$ cat config.mk
export PLATFORM = sky130hd
export DESIGN_NAME = dmem_io
export DESIGN_NICKNAME = d
export VERILOG_FILES = /design/src/rtl/dmem_io.sv
export SDC_FILE = /design/constraint.sdc
export NUM_CORES = 2
export LEC_CHECK = 0
export CAP_MARGIN = 20
export CORE_MARGIN = 1.5
export CORE_UTILIZATION = 61
export DETAILED_ROUTE_END_ITERATION = 8
export PLACE_DENSITY = 0.78
export SYNTH_ARGS = -nofsm -noshare
export SYNTH_HDL_FRONTEND = slang
export SYNTH_SLANG_ARGS = --single-unit
$ cat constraint.sdc
create_clock -name clk -period 15.75 [get_ports clk]
set_input_delay 3.9375 -clock clk [delete_from_list [all_inputs] [get_ports clk]]
set_output_delay 3.9375 -clock clk [all_outputs]
set_load 0.02 [all_outputs]
$ cat src/rtl/dmem_io.sv
// Data memory and memory-mapped I/O for the single-cycle CPU: word RAM, LED/switch page, compare timer.
// Optional timer block is built only when DMEM_IO_TIMER_EN is defined.
module dmem_io #(
    parameter int DEPTH_LOG2 = 6,
    parameter int SW_W       = 16,
    parameter int LED_W      = 16
) (
    input  logic             clk,
    input  logic             clr,
    input  logic [31:0]      addr,
    input  logic [31:0]      datain,
    input  logic             we,
    output logic [31:0]      dataout,
    input  logic [SW_W-1:0]  sw,
    output logic [LED_W-1:0] led,
    output logic             timer_irq
);

    localparam logic [5:0] SEL_LED  = 6'h00;
    localparam logic [5:0] SEL_SW   = 6'h01;
    localparam logic [5:0] SEL_CTRL = 6'h02;
    localparam logic [5:0] SEL_CMP  = 6'h03;
    localparam logic [5:0] SEL_CNT  = 6'h04;
    localparam logic [5:0] SEL_STAT = 6'h05;

    logic                  ram_hit;
    logic                  per_hit;
    logic                  per_wr;
    logic [5:0]            reg_sel;
    logic [DEPTH_LOG2-1:0] ram_idx;
    logic [31:0]           mem [0:(1<<DEPTH_LOG2)-1];
    logic [SW_W-1:0]       sw_meta;
    logic [SW_W-1:0]       sw_sync;
    logic                  unused_bits;

    assign ram_hit = (addr[31:28] == 4'h0);
    assign per_hit = (addr[31:8] == 24'hF00000);
    assign per_wr  = we && per_hit;
    assign reg_sel = addr[7:2];
    assign ram_idx = addr[DEPTH_LOG2+1:2];
    assign unused_bits = ^{addr[1:0], datain};

    // RAM is deliberately outside the reset domain so a CPU reset keeps data.
    always_ff @(posedge clk) begin
        if (we && ram_hit) begin
            mem[ram_idx] <= datain;
        end
    end

    always_ff @(posedge clk) begin
        if (clr) begin
            sw_meta <= '0;
            sw_sync <= '0;
        end else begin
            sw_meta <= sw;
            sw_sync <= sw_meta;
        end
    end

    always_ff @(posedge clk) begin
        if (clr) begin
            led <= '0;
        end else if (per_wr && (reg_sel == SEL_LED)) begin
            led <= datain[LED_W-1:0];
        end
    end

`ifdef DMEM_IO_TIMER_EN
    logic        ctrl_en;
    logic        ctrl_auto;
    logic        ctrl_irqen;
    logic [31:0] cmp;
    logic [31:0] cnt;
    logic        match;
    logic        hit;

    assign hit = ctrl_en && (cnt == cmp);

    // Later assignments override earlier ones: a CPU CTRL write beats the
    // one-shot auto-disable, and a match set beats a STAT clear.
    always_ff @(posedge clk) begin
        if (clr) begin
            ctrl_en    <= 1'b0;
            ctrl_auto  <= 1'b0;
            ctrl_irqen <= 1'b0;
            cmp        <= 32'hFFFF_FFFF;
            cnt        <= '0;
            match      <= 1'b0;
        end else begin
            if (ctrl_en) begin
                if (cnt == cmp) begin
                    if (ctrl_auto) begin
                        cnt <= '0;
                    end else begin
                        ctrl_en <= 1'b0;
                    end
                end else begin
                    cnt <= cnt + 32'd1;
                end
            end
            if (per_wr && (reg_sel == SEL_CTRL)) begin
                ctrl_en    <= datain[0];
                ctrl_auto  <= datain[1];
                ctrl_irqen <= datain[2];
            end
            if (per_wr && (reg_sel == SEL_CMP)) begin
                cmp <= datain;
            end
            if (hit) begin
                match <= 1'b1;
            end else if (per_wr && (reg_sel == SEL_STAT) && datain[0]) begin
                match <= 1'b0;
            end
        end
    end

    assign timer_irq = match & ctrl_irqen;
`else
    assign timer_irq = 1'b0;
`endif

    always_comb begin
        dataout = '0;
        if (ram_hit) begin
            dataout = mem[ram_idx];
        end else if (per_hit) begin
            case (reg_sel)
                SEL_LED:  dataout = 32'(led);
                SEL_SW:   dataout = 32'(sw_sync);
`ifdef DMEM_IO_TIMER_EN
                SEL_CTRL: dataout = {29'd0, ctrl_irqen, ctrl_auto, ctrl_en};
                SEL_CMP:  dataout = cmp;
                SEL_CNT:  dataout = cnt;
                SEL_STAT: dataout = {31'd0, match};
`endif
                default:  dataout = '0;
            endcase
        end
    end

endmodule

[Yosys cells after proc, flatten, opt, wreduce, memory -nomap -nowiden]
Memories as Yosys holds them, arrays and structs flattened.
Cells that the tools add are included.
Operators by class
  eq/ne operators: 2
  mux-type cells: 5
  reductions and logical operators: 5
Operators by type and width (number)
  $mux W32: 1
  $pmux W16 S2: 1
  $eq A24 B24 Y1 const B: 1
  $mux W16: 1
  $eq A6 B1 Y1 const B: 1
  $logic_not A6 Y1: 1
  $logic_not A4 Y1: 1
  $logic_and A1 B1 Y1: 3
  $mux W1: 2
Word-level totals
  flip-flop bits (word level): 48
  bits in writable memories: 2048
  bits of input ports: 83
  output and inout bits: 49
  logic and storage cells: 16
  memories: 1
Memory list
  mem: depth 64, width 32, read ports 1, clocked after memory_dff 0, write ports 1, RTL line 31  | logic [31:0] mem [0:(1<<DEPTH_LOG2)-1];

[Depth between registers and ports, before layout]
  word-level depth: 4
  depth in mapped cells: 11
  gate-level depth less buffers: 5

[Least setup slack after synthesis]
OpenSTA, ideal clock, no wires.
  path type: input port to output port
  start: in addr[3]
  end: out dataout[21]
  arrival: 5.856 ns
  required time: 11.813 ns
  path slack: 5.957 ns
  stages: 9
  path buffers: 5
  cells stage by stage: buf_4 > buf_4 > buf_6 > buf_6 > clkbuf_1 > mux4_2 > a22oi_1 > a21oi_1 > or3_1
Between the ends
  longest elaborated chain between the ends: 2
Ends and longest elaborated chain
  start: declaration: RTL line 10  | input logic [31:0] addr,
  $mem_v2 Z64 W32
  $mux W32: RTL line 124  | if (ram_hit) begin
  end: declaration: RTL line 13  | output logic [31:0] dataout,
Every way passes these cells.

[Worst setup path after layout]
  start: in addr[5]
  end: out dataout[16]
Same word-level chain as after synthesis.

==> flow_metrics.tcl <==
set metrics [dict create \
    crit_path_end_kind "primary output" \
    fmaxAchievable_mhz 80.89 \
    ir_drop_uv 131.2 \
    timing.clock.skew_ps 13.07 \
    cts_sink_cnt 2096 \
    clock_path_buffers 3 \
    share_of_the_clock_period_used_by_the_worst_path 0.7849 \
    global_route.usage.total 0.3035 \
    report.final.setup_viol 0 \
    place.detailed.hpwl_mm 103.9 \
    rsz0062_at_grt "false" \
    outcome "complete, no violations" \
    critical_path_depth 9 \
    postSynth.asyncResetShare 0 \
    relSlewSlack 0.2021 \
    timing.hold.worst_path_depth 1 \
    synth.distinct_cells 63 \
    synth-seq-area-share 0.7779 \
    worst_margin_pin_slew_ps 1190 \
    post_synthesis_net_count 3777 \
    detailroute.via_count 40547 \
    first_global_vias 40810 \
    finalWorstPathRequiredPeriod_ps 12360 \
    cp.arrival_ps 8420 \
    die_w_um 365.8 \
    floorplan.initialDensity 0.6178 \
    crit_path_cell_trace "buf_4 -> buf_4 -> nor2b_1 -> and2_2 -> buf_4 -> a22oi_1 -> a31oi_1 -> or3_1 -> clkdlybuf4s50_1" \
    dieHeight_um 365.8 \
    io_pins 132 \
    buffer_ports.inserted 128 \
    critical_path.reg2reg.endpoint "led[5]$_SDFFE_PP0P_" \
    row_count 132 \
    synth_enable_flop_cells 2048 \
    yosys_register_bits 2096 \
    cts.root.buffer_cell "sky130_fd_sc_hd__clkbuf_16" \
    coreArea_um2 130000 \
    drt-pass1-iter-count 6 \
    grt_max_degree 147 \
    dr_drc_count 0 \
    seq_power_share 0.547 \
    via_per_inst 6.943 \
    cts_hold_buf 0 \
    share_comb_of_total_power 0.041 \
    reg2reg_setup_slack_ps 15050 \
    cts_buffers 195 \
    synth_top_area_share 0.7659 \
    sequential_cell_area_um2 62460 \
    p_leak_nw 28.26 \
    die_area_um2 133800 \
    cts_post_setup_buffers_inserted 0 \
    detail_route.iter0.violations 6418 \
    overall_overflow_remaining_after_global_route 0 \
    synth_flop_cell "sky130_fd_sc_hd__edfxtp_1" \
    cp_max_fo 38 \
    clock_insertion_delay_worst_skew_ps 820 \
    synth_top_cell_by_area "sky130_fd_sc_hd__edfxtp_1" \
    antenna_found_initial 4 \
    hold_path.class "reg2reg" \
    power_switching_mw 2.319 \
    routed_wirelength_mm 201.5 \
    multiInputGateArea_um2 16990 \
    slew_viol_final 0 \
    grt_first_pass_wirelength_mm 288.5 \
    worstPathRequired_ps 11810 \
    switching_portion_of_total_power 0.2069 \
    final_layout_size_suffix_gt1_frac 0.2416 \
    avgRoutedWirePerCell_um 34.51 \
    postSynthAreaPerCell_um2 21.74 \
    final_nets 4017 \
    power.internal_mw 8.888 \
    clockPowerShare 0.412 \
    power-per-cell-area_nw_per_um2 124.2 \
    hold_violations_final 0 \
    placed_cell_area_um2 83690 \
    globalplace.congestion 0.8430 \
    worstSetupEndpoint "dataout[16]" \
    syn_area_um2 80300 \
    critical_path.startpoint "addr[5]" \
    synth.yosys.warnings 0 \
    crit_type "in2out" \
    num-fill-cells 7521 \
    max_cap_viol_count 0 \
    cp_slowest_stage_delay_ps 770 \
    final_area_um2 90200 \
    tritoncts "yes" \
    clock_slew_seen_by_the_registers_of_the_worst_setup_and_hold_paths_ps 60 \
    timing.reg2reg.worst_path_depth 2 \
    worst_path_max_delay_cell "sky130_fd_sc_hd__a31oi_1" \
    crit_buf_inv 4 \
    most_repeated_library_cell_on_the_critical_path "sky130_fd_sc_hd__buf_4" \
    finalSetupTns_ps 0 \
    path_delay_family "buffers and inverters" \
    htree_levels 4 \
    postSynthCellCount 3694 \
    ys_top_cells_by_area "sky130_fd_sc_hd__edfxtp_1 (77%), sky130_fd_sc_hd__mux4_2 (12%), sky130_fd_sc_hd__mux2i_1 (2.2%)" \
    setup.worst_path.start_class "input pin" \
    area_delta_synth_final_pct 12.33 \
    ctsResizeCount 0 \
    drtAntennaViolNets 0 \
    critical_path.reg2reg.startpoint "led[5]$_SDFFE_PP0P_" \
]
## placed cells by master, fill, tap and decap left out, drive strengths merged, types with 61 or more instances in the layout
cell	n
edfxtp	2048
mux4	443
clkbuf	233
mux2i	173
buf	166
a22oi	104
clkinv	99
nor2	98
clkdlybuf4s50	90
nand2	74
o22ai	69
nor2b	61
## stage by stage
| step | cells | power [mW] | worst slack, ps | util | hold slack, ps |
|---|---|---|---|---|---|
| 2_1_floorplan | 3694 | 6.510 | 5957 | - | 413.8 |
| 3_3_place_gp | 5464 | 6.679 | 3504 | 0.6438 | 424.0 |
| 3_5_place_dp | 5466 | 6.692 | 3476 | 0.6439 | 426.2 |
| 4_1_cts | 5826 | 11.22 | 3396 | 0.6919 | 446.5 |
| 5_1_grt | 5840 | 11.46 | 3363 | 0.6939 | 457.5 |
| 6_report | 5840 | 11.21 | 3388 | 0.6939 | 438.8 |
## flip-flops by register name, indices dropped and copies added (netlist names)
register	flops
mem	2048
sw_meta	16
sw_sync	16
led	16
## cell families (layout without fill, tap and decap cells)
kind of cell	count (synthesis)	in the layout	share of synthesized area
mux	637	637	0.1494
flops	2096	2096	0.7779
compound gates	349	349	0.03049
other cells	1	2	0.00004670
buf+inv	216	619	0.01655
simple gates	395	395	0.02568
## synthesized netlist by cell type, drive strengths merged, types with 3 or more instances
library cell / count
a2111oi: 11
a211oi: 23
a21oi: 53
a221oi: 3
a22o: 27
a22oi: 104
a31oi: 32
a32o: 3
a32oi: 6
and2: 7
and3: 4
and3b: 3
buf: 157
clkbuf: 57
dfxtp: 48
edfxtp: 2048
mux2: 21
mux2i: 173
mux4: 443
nand2: 74
nand2b: 11
nand3: 29
nand4: 9
nor2: 98
nor2b: 61
nor3: 34
nor4: 19
o211ai: 11
o22ai: 69
or2: 3
or3: 19
or4: 10
## power groups by stage
| stage | sequential, mW | clock, mW | combinational [mW] |
|---|---|---|---|
| 2_1_floorplan | 6.24 | 0 | 0.266 |
| 3_3_place_gp | 6.24 | 0 | 0.434 |
| 3_5_place_dp | 6.25 | 0 | 0.446 |
| 4_1_cts | 6.13 | 4.64 | 0.452 |
| 5_1_grt | 6.12 | 4.85 | 0.486 |
| 6_report | 6.13 | 4.62 | 0.464 |
## final cells by class
class / count / area share
Clock inverter: 128 / 0.01174
Sequential cell: 2096 / 0.6925
Tap cell: 1742 / 0.02416
Multi-Input combinational cell: 1382 / 0.1884
Timing Repair Buffer: 257 / 0.02568
Antenna cell: 1 / 0.00002774
Inverter: 2 / 0.00008323
Clock buffer: 232 / 0.05746
## metal layers
layer	track usage	routed length, um	vias to the layer above
li1	-	-	16062
met1	0.4097	70330	21014
met2	0.4823	97400	2956
met3	0.07175	25010	511
met4	0.1267	8782	4
met5	0	26	-
## worst reg2reg max path, stage by stage, from the launching register on
cell                      delay (ps)
sky130_fd_sc_hd__dfxtp_1         340
sky130_fd_sc_hd__mux2i_1         170
sky130_fd_sc_hd__nor2_1           60
## how the worst min path moves through the flow
| stage | from | end | slack [ps] |
|---|---|---|---|
| finish | sw_meta[0]$_SDFF_PP0_ | sw_sync[0]$_SDFF_PP0_ | 440 |
| global route | sw_meta[0]$_SDFF_PP0_ | sw_sync[0]$_SDFF_PP0_ | 460 |
| CTS | sw_meta[3]$_SDFF_PP0_ | sw_sync[3]$_SDFF_PP0_ | 450 |
| detailed placement | sw_meta[1]$_SDFF_PP0_ | sw_sync[1]$_SDFF_PP0_ | 430 |
| global placement | sw_meta[6]$_SDFF_PP0_ | sw_sync[6]$_SDFF_PP0_ | 420 |
| floorplan | sw_meta[0]$_SDFF_PP0_ | sw_sync[0]$_SDFF_PP0_ | 410 |
No activity file was read; power rests on OpenSTA's default activity.
